File: src/rtl/spis_pkg.sv
// -----------------------------------------------------------------------------
// spis_pkg
// Shared types and constants for the two-port memory arbiter.
//   state_e           : arbiter FSM states (IDLE, ACCESS, WAIT, DONE)
//   SPIS_ADDR_WIDTH   : default memory address width (12)
//   SPIS_DATA_WIDTH   : default memory data width (8)
//   PORT_CPU/PORT_DMA : port indices as stored in the owner register
// -----------------------------------------------------------------------------
package spis_pkg;

  localparam int SPIS_ADDR_WIDTH = 12;
  localparam int SPIS_DATA_WIDTH = 8;

  localparam logic PORT_CPU = 1'b0;
  localparam logic PORT_DMA = 1'b1;

  typedef enum logic [1:0] {
    IDLE   = 2'd0,
    ACCESS = 2'd1,
    WAIT   = 2'd2,
    DONE   = 2'd3
  } state_e;

  // With only two ports the "other" requester is simply the inverted index.
  function automatic logic other_port(input logic port);
    return ~port;
  endfunction

endpackage

File: src/rtl/spis_rr_pick.sv
// -----------------------------------------------------------------------------
// spis_rr_pick
// Combinational winner select for the IDLE arbitration point.
//   req0, req1 : in  - per-port request
//   last_owner : in  - port that owned the most recent access
//   any_req    : out - at least one port is requesting
//   winner     : out - index of the winning port (valid when any_req)
// Build option SPIS_ARB_FIXED_PRIORITY_EN: port 0 always wins a conflict and
// last_owner is ignored. Default build: round-robin, the port that did not
// own the last access wins a conflict.
// -----------------------------------------------------------------------------
module spis_rr_pick
  import spis_pkg::*;
(
  input  logic req0,
  input  logic req1,
  input  logic last_owner,
  output logic any_req,
  output logic winner
);

`ifdef SPIS_ARB_FIXED_PRIORITY_EN
  logic unused_last_owner;
  assign unused_last_owner = last_owner;

  always_comb begin
    any_req = req0 | req1;
    winner  = req0 ? PORT_CPU : PORT_DMA;
  end
`else
  always_comb begin
    any_req = req0 | req1;
    if (req0 && req1) begin
      winner = other_port(last_owner);
    end else begin
      winner = req0 ? PORT_CPU : PORT_DMA;
    end
  end
`endif

endmodule

File: src/rtl/spis_bus_arbiter.sv
// -----------------------------------------------------------------------------
// spis_bus_arbiter
// Shares one memory between port 0 (CPU) and port 1 (DMA/debug loader) with a
// req/grant/done handshake, round-robin arbitration and a bounded lock for
// multi-byte bursts.
// Ports:
//   clock, resetN            : clock (rising edge), async active-low reset
//   req*/we*/lock*           : per-port request, write enable, burst lock
//   addr*/wdata*             : per-port address and write data
//   grant0/grant1            : one-hot-or-zero ownership
//   done0/done1              : one-cycle completion pulse
//   rdata                    : read data, valid with the done pulse
//   memAddress/memWriteData  : registered memory address / write data
//   memWrite                 : write strobe, high in the ACCESS cycle only
//   memReadData              : memory read data
// Build option SPIS_ARB_FIXED_PRIORITY_EN: port 0 wins every conflict and its
// locked bursts are unbounded; MAX_BURST then only limits port 1.
// Timing: the done pulse and rdata are registered off the DONE state, so a
// single access completes MEM_LATENCY+2 cycles after the request is sampled,
// and each further locked access takes MEM_LATENCY+1 cycles.
// -----------------------------------------------------------------------------
module spis_bus_arbiter
  import spis_pkg::*;
#(
  parameter int ADDR_WIDTH  = SPIS_ADDR_WIDTH,
  parameter int DATA_WIDTH  = SPIS_DATA_WIDTH,
  parameter int MEM_LATENCY = 1,
  parameter int MAX_BURST   = 4
) (
  input  logic                  clock,
  input  logic                  resetN,
  input  logic                  req0,
  input  logic                  req1,
  input  logic                  we0,
  input  logic                  we1,
  input  logic                  lock0,
  input  logic                  lock1,
  input  logic [ADDR_WIDTH-1:0] addr0,
  input  logic [ADDR_WIDTH-1:0] addr1,
  input  logic [DATA_WIDTH-1:0] wdata0,
  input  logic [DATA_WIDTH-1:0] wdata1,
  output logic                  grant0,
  output logic                  grant1,
  output logic                  done0,
  output logic                  done1,
  output logic [DATA_WIDTH-1:0] rdata,
  output logic [ADDR_WIDTH-1:0] memAddress,
  output logic [DATA_WIDTH-1:0] memWriteData,
  output logic                  memWrite,
  input  logic [DATA_WIDTH-1:0] memReadData
);

  localparam logic [3:0] LAT_LOAD  = 4'(MEM_LATENCY - 1);
  localparam logic [3:0] BURST_CAP = 4'(MAX_BURST - 1);
  localparam logic [3:0] BURST_SAT = 4'hF;

  // State and registered outputs.
  state_e                state_q, state_d;
  logic                  last_owner_q, last_owner_d;  // also the current owner
  logic [3:0]            burst_q, burst_d;
  logic [3:0]            lat_q, lat_d;
  logic                  we_q, we_d;
  logic                  grant0_q, grant0_d;
  logic                  grant1_q, grant1_d;
  logic                  done0_q, done0_d;
  logic                  done1_q, done1_d;
  logic                  mem_write_q, mem_write_d;
  logic [ADDR_WIDTH-1:0] mem_addr_q, mem_addr_d;
  logic [DATA_WIDTH-1:0] mem_wdata_q, mem_wdata_d;
  logic [DATA_WIDTH-1:0] rdata_q, rdata_d;

  // Arbitration and burst decision terms.
  logic pick_any, pick_winner;
  logic start_en, start_port;
  logic own_req, own_lock, other_req;
  logic own_burst, burst_at_cap, owner_bounded;

  spis_rr_pick u_pick (
    .req0       (req0),
    .req1       (req1),
    .last_owner (last_owner_q),
    .any_req    (pick_any),
    .winner     (pick_winner)
  );

`ifdef SPIS_ARB_FIXED_PRIORITY_EN
  // CPU bursts are never cut; only DMA bursts count against MAX_BURST.
  assign owner_bounded = (last_owner_q == PORT_DMA);
`else
  assign owner_bounded = 1'b1;
`endif

  assign own_req      = (last_owner_q == PORT_DMA) ? req1  : req0;
  assign own_lock     = (last_owner_q == PORT_DMA) ? lock1 : lock0;
  assign other_req    = (last_owner_q == PORT_DMA) ? req0  : req1;
  assign own_burst    = own_req & own_lock;   // lock without req is ignored
  assign burst_at_cap = (burst_q >= BURST_CAP);

  always_comb begin
    // NOTE: every *_d gets a default before the case so no path leaves a
    // variable unassigned; that is what keeps this block free of latches.
    state_d      = state_q;
    last_owner_d = last_owner_q;
    burst_d      = burst_q;
    lat_d        = lat_q;
    we_d         = we_q;
    grant0_d     = grant0_q;
    grant1_d     = grant1_q;
    done0_d      = 1'b0;
    done1_d      = 1'b0;
    mem_write_d  = 1'b0;
    mem_addr_d   = mem_addr_q;
    mem_wdata_d  = mem_wdata_q;
    rdata_d      = rdata_q;
    start_en     = 1'b0;
    start_port   = pick_winner;

    unique case (state_q)
      IDLE: begin
        if (pick_any) begin
          start_en   = 1'b1;
          start_port = pick_winner;
          burst_d    = 4'd0;
        end
      end

      ACCESS: begin
        lat_d   = LAT_LOAD;
        state_d = (MEM_LATENCY == 1) ? DONE : WAIT;
      end

      WAIT: begin
        lat_d = lat_q - 4'd1;
        if (lat_q <= 4'd1) begin
          state_d = DONE;
        end
      end

      DONE: begin
        if (last_owner_q == PORT_DMA) begin
          done1_d = 1'b1;
        end else begin
          done0_d = 1'b1;
        end
        if (!we_q) begin
          rdata_d = memReadData;
        end

        if (own_burst && !(other_req && burst_at_cap && owner_bounded)) begin
          // Locked continuation: keep the grant, relatch the owner's request.
          start_en   = 1'b1;
          start_port = last_owner_q;
          burst_d    = (burst_q == BURST_SAT) ? burst_q : burst_q + 4'd1;
        end else if (own_burst && other_req) begin
          // Burst limit hit with the other port waiting: hand over directly.
          start_en   = 1'b1;
          start_port = other_port(last_owner_q);
          burst_d    = 4'd0;
        end else begin
          state_d  = IDLE;
          grant0_d = 1'b0;
          grant1_d = 1'b0;
          burst_d  = 4'd0;
        end
      end

      default: state_d = IDLE;
    endcase

    // Common access launch: latch the winner's request into the mem registers.
    if (start_en) begin
      state_d      = ACCESS;
      last_owner_d = start_port;
      grant0_d     = (start_port == PORT_CPU);
      grant1_d     = (start_port == PORT_DMA);
      we_d         = (start_port == PORT_DMA) ? we1    : we0;
      mem_addr_d   = (start_port == PORT_DMA) ? addr1  : addr0;
      mem_wdata_d  = (start_port == PORT_DMA) ? wdata1 : wdata0;
      mem_write_d  = we_d;
    end
  end

  // NOTE: sequential state is updated with non-blocking assignments only, so
  // every flop samples the pre-edge value of its neighbours.
  always_ff @(posedge clock or negedge resetN) begin
    if (!resetN) begin
      state_q      <= IDLE;
      last_owner_q <= PORT_DMA;  // port 0 wins the first conflict
      burst_q      <= 4'd0;
      lat_q        <= 4'd0;
      we_q         <= 1'b0;
      grant0_q     <= 1'b0;
      grant1_q     <= 1'b0;
      done0_q      <= 1'b0;
      done1_q      <= 1'b0;
      mem_write_q  <= 1'b0;
      mem_addr_q   <= '0;
      mem_wdata_q  <= '0;
      rdata_q      <= '0;
    end else begin
      state_q      <= state_d;
      last_owner_q <= last_owner_d;
      burst_q      <= burst_d;
      lat_q        <= lat_d;
      we_q         <= we_d;
      grant0_q     <= grant0_d;
      grant1_q     <= grant1_d;
      done0_q      <= done0_d;
      done1_q      <= done1_d;
      mem_write_q  <= mem_write_d;
      mem_addr_q   <= mem_addr_d;
      mem_wdata_q  <= mem_wdata_d;
      rdata_q      <= rdata_d;
    end
  end

  assign grant0       = grant0_q;
  assign grant1       = grant1_q;
  assign done0        = done0_q;
  assign done1        = done1_q;
  assign rdata        = rdata_q;
  assign memAddress   = mem_addr_q;
  assign memWriteData = mem_wdata_q;
  assign memWrite     = mem_write_q;

endmodule

File: config.mk
export PLATFORM = sky130hd
export DESIGN_NAME = spis_bus_arbiter
export DESIGN_NICKNAME = d
export VERILOG_FILES = /design/src/rtl/spis_pkg.sv /design/src/rtl/spis_rr_pick.sv /design/src/rtl/spis_bus_arbiter.sv
export SDC_FILE = /design/constraint.sdc
export NUM_CORES = 1
export LEC_CHECK = 0
export BUFFER_PORTS_ARGS = -buffer_cell sky130_fd_sc_hd__buf_2
export CAP_MARGIN = 20
export CORE_AREA = 5 5 80 82
export CTS_CLUSTER_SIZE = 24
export DETAILED_ROUTE_END_ITERATION = 10
export DIE_AREA = 0 0 85 87
export GPL_ROUTABILITY_DRIVEN = 0
export MAX_ROUTING_LAYER = met4
export PLACE_DENSITY = 0.83
export SLEW_MARGIN = 20
export SYNTH_ARGS = -nofsm -noshare
export SYNTH_HDL_FRONTEND = slang
export SYNTH_HIERARCHICAL = 1
export SYNTH_SLANG_ARGS = --single-unit
File: constraint.sdc
create_clock -name clock -period 2.1 [get_ports clock]
set_clock_uncertainty 0.2 [all_clocks]
set_input_delay 0.21 -clock clock [delete_from_list [all_inputs] [get_ports clock]]
set_output_delay 0.21 -clock clock [all_outputs]
set_load 0.02 [all_outputs]
---- After elaboration in Yosys (flattened, before gate mapping) ----
Index checks and enable logic that the tools add are counted.
storage, ports and cells
  register bits ........................... 45
  input port bits ......................... 56
  output and inout port bits .............. 33
  logic and storage cells ................. 82
operators by class
  add/subtract/negate cells ............... 2
  magnitude comparators ................... 2
  equal/unequal tests ..................... 11
  multiplexer cells ....................... 35
  bitwise logic cells ..................... 5
  reductions and logical operators ........ 14
operators with widths
  kind                   number
  $mux W1                22
  $pmux W4 S2            2
  $mux W12               1
  $mux W4                3
  $ne A3 B3 Y1 const B   4
  $mux W2                4
  $mux W8                1
  $ne A2 B2 Y1 const B   3
  $pmux W2 S3            1
  $reduce_and A3 Y1      2
  $reduce_bool A2 Y1     3
  $add A4 B1 Y4 const B  1
  $eq A2 B2 Y1 const B   2
  $eq A4 B4 Y1 const B   1
  $ge A4 B2 Y1 const B   1
  $le A4 B1 Y1 const B   1
  $logic_and A1 B1 Y1    4
  $reduce_and A4 Y1      1
  $reduce_bool A4 Y1     1
  $sub A4 B1 Y4 const B  1
  $not A1 Y1             3
  $eq A2 B1 Y1 const B   1
  $logic_not A2 Y1       1
  $pmux W1 S2            1
  other kinds (4)        4

---- Logic depth before layout (Yosys ltp) ----
  word-level depth ........................ 8
  gate-level depth with buffers ........... 8
  gate-level depth less buffers ........... 6

---- Cells and area by module ----
The synthesis kept the hierarchy.
modules (own cells, without submodules)
  module            times used  cells an instance  area each (um^2)  sequential area each (um^2)
  spis_bus_arbiter  1           236                2354.8            1127.3
  spis_rr_pick      1           3                  15.0              0.0

---- Worst setup path before layout ----
Ideal clock, no wire load.
  path kind ............................... register -> register
  start point ............................. register burst_q[0]
  end point ............................... register mem_addr_q[2], in the netlist memAddress[2]
  setup time .............................. 0.087 ns
  arrival time ............................ 1.879 ns
  required time ........................... 1.813 ns
  setup slack ............................. -0.066 ns
  cell stages (with the launch flop) ...... 7
  buffers on the path ..................... 1
  clock period less this slack ............ 2.166 ns
  path through ............................ dfrtp_1 ha_1 or3_4 and4bb_4 or3_4 buf_6 o211ai_1
on the way
  longest elaborated chain between the ends .. 7
  elaborated cells on any way between the ends .. 9
  classes of those cells .................. 1 x order compare; 5 x mux; 3 x reduce/logical
RTL lines
  what                    RTL line                 source
  from (decl)             spis_bus_arbiter.sv:60   logic [3:0] burst_q, burst_d;
  from (signal assigned)  spis_bus_arbiter.sv:203  burst_q <= burst_d;
  $ge A4 B2 Y1 *          spis_bus_arbiter.sv:97   assign burst_at_cap = (burst_q >= BURST_CAP);
  $logic_and A1 B1 Y1 *   spis_bus_arbiter.sv:149  if (own_burst && !(other_req && burst_at_cap && owner_bounded)) begin
  $logic_not A1 Y1 *      spis_bus_arbiter.sv:149
  $logic_and A1 B1 Y1 *   spis_bus_arbiter.sv:149
  $mux W1                 spis_bus_arbiter.sv:149
  $mux W1                 --
  $mux W12                spis_bus_arbiter.sv:177  mem_addr_d = (start_port == PORT_DMA) ? addr1 : addr0;
  to (signal assigned)    spis_bus_arbiter.sv:211  mem_addr_q <= mem_addr_d;
  to (decl)               spis_bus_arbiter.sv:68   logic [ADDR_WIDTH-1:0] mem_addr_q, mem_addr_d;
Mark *: on every way between the ends. The rest lies on a longest branch, timed or not.
A chain may end at the register's enable or synchronous reset.

---- Worst setup path after layout ----
  start point ............................. register last_owner_q
  end point ............................... register mem_wdata_q[2], in the netlist memWriteData[2]
on the way
  longest elaborated chain between the ends .. 7
  elaborated cells on any way between the ends .. 17
  classes of those cells .................. 11 x mux; 2 x bitwise; 4 x reduce/logical
RTL lines
  what                                                     RTL line                                                                source
  from (decl)                                              spis_bus_arbiter.sv:59                                                  logic last_owner_q, last_owner_d;
  from (signal assigned)                                   spis_bus_arbiter.sv:202                                                 last_owner_q <= last_owner_d;
  $mux W1, on equally long branches                        spis_bus_arbiter.sv:93, spis_bus_arbiter.sv:94, spis_bus_arbiter.sv:95
  $and A1 B1 Y1 or $logic_and A1 B1 Y1 (tied branches)     spis_bus_arbiter.sv:96, spis_bus_arbiter.sv:149
  $logic_and A1 B1 Y1 or $logic_not A1 Y1 (tied branches)  spis_bus_arbiter.sv:154, spis_bus_arbiter.sv:149
  $mux W1 or $logic_and A1 B1 Y1 (tied branches)           spis_bus_arbiter.sv:154, spis_bus_arbiter.sv:149
  $mux W1                                                  spis_bus_arbiter.sv:149
  $mux W1                                                  --
  $mux W8                                                  spis_bus_arbiter.sv:178                                                 mem_wdata_d = (start_port == PORT_DMA) ? wdata1 : wdata0;
  to (signal assigned)                                     spis_bus_arbiter.sv:212                                                 mem_wdata_q <= mem_wdata_d;
  to (decl)                                                spis_bus_arbiter.sv:69                                                  logic [DATA_WIDTH-1:0] mem_wdata_q, mem_wdata_d;
Parallel ways exist; a longest one is shown, timed or not.

==> qor.csv <==
metric;value;unit
top cells by area, synth;dfrtp_1, nand2_1, o211ai_1;
CP Capture Type;flop;
Total GRT Usage;0.225;
sequential share of power;0.301;
Placed Cells incl. Taps;410;
top_reg_cell synth;dfrtp_1;
post-synth cell types;45;
critical path type;reg2reg;
Lkg Pwr;0.00176;uW
RSZ-0062 raised after global routing;true;
Yosys top cell area share;0.465;
DR vias/cell;5.86;
Slew Limit Fails;0;
part of the power in the clock network;0.121;
initial DRC count;268;
slowest CP cell;dfstp_2;
Port Buffers;88;
Cell Rows;28;
Power Density;1310;nW/um^2
Synth Area per Inst;9.92;um^2
largest net degree at the start of global routing;29;
Slew @ Worst Pin;644;ps
DR vias;2726;
layout cells sized above 1;0.407;
period utilization;1.05;
full die area;7400;um^2
Ys Warns;6;
area growth from synthesis to layout;60.1;%
fillers;391;
global-route wire length before repair;12.8;mm
buffer levels on the longest clock path;2;
CTS tree;built;
Worst Path Buf+Inv;1;
Routed Antenna Nets;0;
Ports;89;
Clock Tree Root;clkbuf_8;
Async S/R FF share, synth;1.00;
crit path max fanout;8;
violated checks;hold timing, setup timing;
Tot Pwr;4970;uW
# nets final;450;
CP top delay family;flip-flops;
final worst slack;-103;ps
initial antenna violation count;0;
Die Y;87;um
Worst VDD drop;0.000732;V
CTS sink count;45;
switching power;2200;uW
sw frac;0.442;
Util after Layout;0.669;
Period minus WS final;2200;ps
data required time of the critical path;2050;ps
fmax;454;MHz
Cells after Synth;239;
max_slew headroom;0.570;
Mapped Area;2370;um^2
Congestion Overflow GR;0;
crit-path cells;mux2_4, and4bb_4, buf_12, o311ai_1, o211ai_1;
max-cap viol count;0;
Hold WC Path Type;in2reg;
Finished Layout Cells;465;
Routed WL;9.39;mm
Worst path max stage delay;580;ps
Die Span X;85;um
outcome;complete, but fails checks;
worst hold margin;-18.5;ps
wire per inst;20.2;um
largest area contributor in the netlist;dfrtp_1;
detailed placement HPWL;4.98;mm
Yosys reg bits;45;
drt pass-1 iters;6;
Final Hold Viols;2;
Placed Area;3080;um^2
commonest non-fill, non-tap cell in the layout;buf_2;
CP Data Arrival Time;2160;ps
Seq/Total Area, Yosys;0.476;
Initial Utilization;0.418;
DRC viols;0;
H-Tree Depth;2;
fin area;3790;um^2
worst skew pair latency;300;ps
Comb pwr share;0.578;
Synth Net Count;302;
final setup vio count;8;
clk slew on worst S/H paths;90;ps
number of synthesized flops with an enable pin;0;
critical path launch point type;flop;
core box area;5680;um^2
most frequent cells in the layout;buf_2, nand2_1, dfrtp_1;
Pint;2780;uW
CTS buffer count;5;
vias in the first global route;2656;
[final cells by class]
type | instances | area, um^2 | area share
Tap cell | 75 | 93.8 | 0.0247
Sequential cell | 45 | 1130 | 0.297
Clock inverter | 1 | 5.00 | 0.00132
Timing Repair Buffer | 157 | 1170 | 0.308
Multi-Input combinational cell | 167 | 1260 | 0.331
Antenna cell | 2 | 5.00 | 0.00132
Clock buffer | 7 | 96.3 | 0.0254
Inverter | 11 | 41.3 | 0.0109
[sequential cells by signal (all words and copies together) (netlist names)]
signal	flops
we_q	1
grant1	1
last_owner_q	1
done0	1
rdata	8
grant0	1
done1	1
memWrite	1
memWriteData	8
lat_q	4
state_q	2
memAddress	12
burst_q	4
[cell usage after synthesis (5+ instances only)]
library cell / instances
mux2_2: 9
ha_1: 7
a21oi_1: 5
o21ai_0: 6
clkbuf_1: 14
inv_1: 11
o311ai_0: 11
dfrtp_1: 44
nand2_1: 48
nand3_1: 6
o311ai_1: 9
o211ai_1: 21
[worst paths after layout]
path	startpoint	endpoint	slack, ps	cells after the start
worst max-delay path	last_owner_q$_DFFE_PN1P_	memWriteData[2]$_DFFE_PN0P_	-100	5
worst min-delay path	wdata0[4]	memWriteData[4]$_DFFE_PN0P_	-20	3
worst max register to register	last_owner_q$_DFFE_PN1P_	memWriteData[2]$_DFFE_PN0P_	-100	5
worst min register to register	memAddress[6]$_DFFE_PN0P_	memAddress[6]$_DFFE_PN0P_	310	2
max in group asynchronous	resetN	rdata[1]$_DFFE_PN0P_	920	3
min in group asynchronous	resetN	memWriteData[0]$_DFFE_PN0P_	250	2
[logic make-up after synthesis]
group,count (synthesis),synth area share
AO/OA/AOI/OAI,71,0.223
multiplexers,11,0.0512
AND/OR/NAND/NOR,76,0.157
buffers and inverters,29,0.0560
adder cells (fa/ha/maj),7,0.0370
flip-flops,45,0.476
[tightest hold or removal path: cells and delay by family]
family / cells / cell delay (ps)
AOI/OAI and AO/OA: 2 / 160
buffers and inverters: 1 / 70
[stage by stage]
stage	hold slack [ps]	worst slack, ps	TNS [ps]
6_report	-18.5	-103	-225
5_1_grt	6.69	-114	-1050
4_1_cts	7.04	-4.65	-11.7
3_5_place_dp	61.2	-99.0	-345
3_3_place_gp	49.3	10.6	0
2_1_floorplan	-286	8.61	0
[routing by layer]
metal / vias up / track usage / wire, um / share of wire
met1: 1290 / 0.254 / 3300 / 0.35
li1: 1184 / - / - / -
met2: 202 / 0.388 / 4880 / 0.52
met5: - / - / 0 / 0
met4: 0 / 0.102 / 514 / 0.055
met3: 50 / 0.0435 / 705 / 0.075
[power groups by stage]
| stage | registers [uW] | clock network (uW) | logic (uW) |
|---|---|---|---|
| after floorplan | 1840 | 0 | 1170 |
| after global routing | 1530 | 630 | 3070 |
| after global placement | 1450 | 0 | 2350 |
| after detailed placement | 1480 | 0 | 2440 |
| after CTS | 1470 | 596 | 2550 |
| final | 1500 | 600 | 2870 |
[timing repair]
item                                    4_1_cts  5_1_grt
endpoints found under the setup margin       21       24
endpoints found under the hold margin        52        1
pin swaps                                     7       16
hold buffers                                 39        1
cloned                                        1        2
setup buffers                                 1        1
gates resized for setup                       7       30
(Power assumes the default switching activity.)
